===== config.mk =====
export PLATFORM = sky130hd
export DESIGN_NAME = uart_tx_sniffer
export DESIGN_NICKNAME = d
export VERILOG_FILES = /design/src/rtl/uart_tx_sniffer.sv
export SDC_FILE = /design/constraint.sdc
export NUM_CORES = 1
export LEC_CHECK = 0
export CAP_MARGIN = 10
export CORE_UTILIZATION = 60
export DETAILED_ROUTE_END_ITERATION = 6
export PLACE_DENSITY = 0.79
export REMOVE_ABC_BUFFERS = 1
export SLEW_MARGIN = 5
export SYNTH_ARGS = -nofsm -noshare
export SYNTH_HDL_FRONTEND = slang
export SYNTH_SLANG_ARGS = --single-unit

===== constraint.sdc =====
create_clock -name clk -period 8 [get_ports clk]
set_clock_uncertainty 0.05 [all_clocks]
set_input_delay 2.4 -clock clk [delete_from_list [all_inputs] [get_ports clk]]
set_output_delay 2.4 -clock clk [all_outputs]
set_load 0.05 [all_outputs]

===== src/rtl/uart_tx_sniffer.sv =====
// Receive-only 8N1 UART decoder that buffers bytes in a first-word-fall-through FIFO.
// Bytes are drained over a valid/ready stream. Framing errors and FIFO overflow are flagged.
module uart_tx_sniffer #(
    parameter int CLK_DIV    = 16,
    parameter int FIFO_DEPTH = 8
) (
    input  logic                        clk,
    input  logic                        rst,
    input  logic                        uart_i,
    output logic                        byte_valid_o,
    output logic [7:0]                  byte_data_o,
    input  logic                        byte_ready_i,
    output logic [$clog2(FIFO_DEPTH):0] fifo_count_o,
    output logic                        rx_busy_o,
    output logic                        frame_err_o,
    output logic                        overflow_o
);
    localparam int AW = $clog2(FIFO_DEPTH);
    localparam int TW = ($clog2(CLK_DIV) > 8) ? $clog2(CLK_DIV) : 8;
    localparam logic [TW-1:0] HALF    = TW'(CLK_DIV / 2 - 1);
    localparam logic [TW-1:0] FULL    = TW'(CLK_DIV - 1);
    localparam logic [AW:0]   DEPTH_C = (AW + 1)'(FIFO_DEPTH);

    typedef enum logic [2:0] {IDLE, START, DATA, STOP, BREAK} state_t;

    state_t        state, state_n;
    logic [TW-1:0] tmr, tmr_n;
    logic [2:0]    bitn, bitn_n;
    logic [7:0]    sh, sh_n;
    logic          s_meta, s;
    logic          push, ferr;

    logic [7:0]    mem [FIFO_DEPTH];
    logic [AW:0]   wr, rd, count;
    logic          full, pop, wr_en;

    // Two-flop synchroniser; idle-high so reset does not look like a start bit
    always_ff @(posedge clk) begin
        if (rst) begin
            s_meta <= 1'b1;
            s      <= 1'b1;
        end else begin
            s_meta <= uart_i;
            s      <= s_meta;
        end
    end

    always_comb begin
        state_n = state;
        tmr_n   = tmr;
        bitn_n  = bitn;
        sh_n    = sh;
        push    = 1'b0;
        ferr    = 1'b0;
        case (state)
            IDLE: begin
                if (!s) begin
                    tmr_n   = HALF;
                    state_n = START;
                end
            end
            START: begin
                if (tmr == '0) begin
                    if (s) begin
                        state_n = IDLE;
                    end else begin
                        tmr_n   = FULL;
                        bitn_n  = 3'd0;
                        state_n = DATA;
                    end
                end else begin
                    tmr_n = tmr - 1'b1;
                end
            end
            DATA: begin
                if (tmr == '0) begin
                    sh_n  = {s, sh[7:1]};
                    tmr_n = FULL;
                    if (bitn == 3'd7) state_n = STOP;
                    else              bitn_n  = bitn + 3'd1;
                end else begin
                    tmr_n = tmr - 1'b1;
                end
            end
            STOP: begin
                // Leaving at mid-stop gives half a bit of slack before a back-to-back start edge
                if (tmr == '0) begin
                    if (s) begin
                        push    = 1'b1;
                        state_n = IDLE;
                    end else begin
                        ferr    = 1'b1;
                        state_n = BREAK;
                    end
                end else begin
                    tmr_n = tmr - 1'b1;
                end
            end
            BREAK: begin
                if (s) state_n = IDLE;
            end
            default: state_n = IDLE;
        endcase
    end

    always_ff @(posedge clk) begin
        if (rst) begin
            state <= IDLE;
            tmr   <= '0;
            bitn  <= '0;
            sh    <= '0;
        end else begin
            state <= state_n;
            tmr   <= tmr_n;
            bitn  <= bitn_n;
            sh    <= sh_n;
        end
    end

    assign count = wr - rd;
    assign full  = (count == DEPTH_C);
    assign pop   = byte_valid_o && byte_ready_i;
    // A pop in the same cycle frees the slot, so a full FIFO still accepts the byte
    assign wr_en = push && (!full || pop);

    always_ff @(posedge clk) begin
        if (rst) begin
            wr          <= '0;
            rd          <= '0;
            overflow_o  <= 1'b0;
            frame_err_o <= 1'b0;
        end else begin
            if (wr_en) wr <= wr + 1'b1;
            if (pop)   rd <= rd + 1'b1;
            if (push && full && !pop) overflow_o <= 1'b1;
            frame_err_o <= ferr;
        end
    end

    always_ff @(posedge clk) begin
        if (wr_en) mem[wr[AW-1:0]] <= sh;
    end

    assign byte_valid_o = (count != '0);
    assign byte_data_o  = mem[rd[AW-1:0]];
    assign fifo_count_o = count;
    assign rx_busy_o    = (state != IDLE);
endmodule


==> impl_metrics.ini <==
[timing]
max-slew-margin-rel = 0.309
timing.setup.tns_ps = 0
slew_violations = 0
rsz0062_at_grt = no
setup_ws_ps = 2580
max_freq_mhz = 185
final.period_utilization = 0.677
final-hold-violation-count = 0
setup_viol = 0
timing.final.crit_period_ps = 5420
worst_slew_pin_slew_ps = 1030

[setup_path]
ff2ff_setup_slack_ps = 4850
critPathLaunchType = flip-flop
worstPathArrival_ps = 2970
r2r-end = mem[6][2]
cp.required_ps = 5550
cp_max_fo = 16
worstSetupEndpointType = output port
critical_path_class = reg -> out
reg2reg_from = wr[0]
r2r.worst_path.cells = 9

[global_routing]
grt_pass1_wl_um = 11900
grtUsageMet1 = 0.293
grt_usage = 0.213
grt_pass1_vias = 2417
grt_max_degree = 35
antenna_found_initial = 0
top_usage_layer = met2
grt_remaining_overflow = 0
met2_usage = 0.353
globalRouteMet3Util = 0.0314

[synth]
yosys_warnings = 0
synth-seq-cells = 101
synth_compound_area_frac = 0.0772
yosysSeqAreaShare = 0.620
synth-simple-area-share = 0.117
synthFlopType = edfxtp_1
synth_edf_count = 64
synth_top_family_by_area = simple AND/OR/NAND/NOR gates
syn_inst = 322
syn-cell-area_um2 = 4290
synth_top_area_share = 0.448
avgSynthCellArea_um2 = 13.3
ys_top_cells_by_area = edfxtp_1, dfxtp_1, mux4_2, ha_1, mux2_2
synth_mux_area_frac = 0.110
yosys.area_share.xor_xnor = 0.0204
synth-async-reset-ratio = 0
synth_top_area_cell = edfxtp_1
ys_types = 50
synth-adder-area-share = 0.0309

[layout]
nets = 357
seqCellArea_um2 = 2660
multi_input_area_um2 = 1540
drive_gt1_frac = 0.164
area_delta_synth_final_pct = 11.4
antenna_cells = 0
fillCellCount = 485

[clock_tree]
cts_sinks = 101
clk_pin_slew_ps = 100
htree_levels = 3
cts_made_buffers = 9
root_buffer = clkbuf_8
cts-hold-fix-buffers = 0
cts-resized-gates = 0
insertion_delay_ps = 350
cts_tree = yes
cts_buffer_depth = 2
cts_setup_buffers = 0

[placed_design]
post-place-ws_ps = 2900
dpl.hpwl_um = 4690
gp_congestion = 0.820
io_buffers = 19

[floorplan]
die_h_um = 86.6
design.portCount = 20
start_util = 0.625
num_rows = 30
fp.dieW_um = 86.6
core_um2 = 6870
die_area_um2 = 7500

[power]
p_comb_frac = 0.283
power.leakage_nw = 1.60
ir_drop_uv = 132
p_sw_frac = 0.334
p_seq_frac = 0.484
finalPower_w = 0.00123
power_density_nw_per_um2 = 258
p_sw_w = 0.000412
power.internal_w = 0.000821
pwr-share-clk = 0.233

[hold_path]
whs_endpoint = s
timing.hold.worst_path_depth = 1
min_path_type = reg -> reg
min_from = s_meta

[drt]
routed_wirelength_um = 7260
ant_nets = 0
dr.first_iter.drc_count = 141
post_drt_wl_per_cell_um = 16.4
dr.pass1.iters = 4
drc = 0
vias = 2582
vias_per_cell = 5.82

[flow_run]
drv_cap = 0

[status]
status = complete, no violations
[state kept, by name (all words and copies together), names as in the netlist, named ones only]
register	count
rd	4
bitn	3
overflow_o	1
sh	8
s	1
tmr	8
s_meta	1
frame_err_o	1
wr	4
mem	64
state	3
[per-stage QoR]
step | hold slack [ps] | instances | instance area [um2] | util
6_report | 383 | 444 | 4780 | 0.696
5_1_grt | 408 | 444 | 4780 | 0.696
4_1_cts | 389 | 443 | 4770 | 0.695
3_5_place_dp | 365 | 427 | 4600 | 0.670
3_3_place_gp | 344 | 427 | 4600 | 0.670
2_1_floorplan | 339 | 305 | 4230 | -
[layout by cell type (no fill, tap or decap), types with 3 or more instances in the layout]
cell type / Yosys / routed
dfxtp_1: 37 / 37
buf_4: 0 / 8
a31oi_1: 4 / 4
nand2_1: 22 / 22
nand3_1: 17 / 17
xor2_1: 3 / 3
o21ai_0: 6 / 6
nor4_1: 4 / 4
clkbuf_8: 0 / 9
nor3_1: 11 / 11
clkdlybuf4s50_1: 0 / 19
edfxtp_1: 64 / 64
a21oi_1: 16 / 16
xnor2_1: 7 / 7
mux4_2: 16 / 16
mux2_2: 8 / 8
clkinvlp_4: 0 / 3
ha_1: 9 / 9
inv_1: 10 / 10
a211oi_1: 3 / 3
a311oi_1: 3 / 3
nor2_1: 23 / 23
[synthesized netlist by cell type, drive strengths merged (5+ instances only)]
library cell,count
o21ai,7
a21oi,16
nand3,17
xnor2,7
inv,10
nor4,5
edfxtp,64
buf,6
nor3,11
nand2,22
dfxtp,37
ha,9
nor2,23
clkbuf,11
mux4,16
mux2,8
[power groups by stage]
stage | registers [W] | clock network [W] | logic, W
2_1_floorplan | 0.000599 | 0 | 0.000266
6_report | 0.000596 | 0.000288 | 0.000349
4_1_cts | 0.000598 | 0.000293 | 0.000350
3_3_place_gp | 0.000609 | 0 | 0.000343
3_5_place_dp | 0.000609 | 0 | 0.000349
5_1_grt | 0.000602 | 0.000314 | 0.000373
[routing by layer]
| layer | share of wire | vias up | wire length, um |
|---|---|---|---|
| met4 | 0.015 | 0 | 107 |
| met2 | 0.49 | 57 | 3540 |
| met5 | 0 | - | 0 |
| met1 | 0.46 | 1253 | 3360 |
| met3 | 0.035 | 10 | 251 |
| li1 | - | 1262 | - |
[critical path: stages (launching register included)]
cell and delay (ps):
dfxtp_1 1020, mux4_2 620, mux2_2 290, clkdlybuf4s50_1 700
[final cells by class]
class	count	share of cell area
Sequential cell	101	0.557
Clock buffer	10	0.0267
Multi-Input combinational cell	194	0.322
Clock inverter	6	0.00968
Inverter	10	0.00785
Tap cell	96	0.0251
Timing Repair Buffer	27	0.0523
[kinds of logic (layout without fill, tap and decap cells)]
group	count (synthesis)	in the layout
and+or+nand+nor	99	99
xor gates and xnor gates	10	10
AOI/OAI and AO/OA	49	49
muxes	26	26
buffers and inverters	27	53
adders and majority gates	10	10
DFF	101	101
[how the worst max path moves through the flow]
stage	start	to	slack [ps]
2_1_floorplan	wr[0]	byte_valid_o	3090
3_3_place_gp	flip-flop	byte_data_o[7]	2930
3_5_place_dp	flip-flop	byte_data_o[2]	2900
4_1_cts	flip-flop	byte_data_o[2]	2510
5_1_grt	flip-flop	byte_data_o[7]	2390
6_report	flip-flop	byte_data_o[2]	2580
Note: power is estimated with default switching activity, not from simulation.
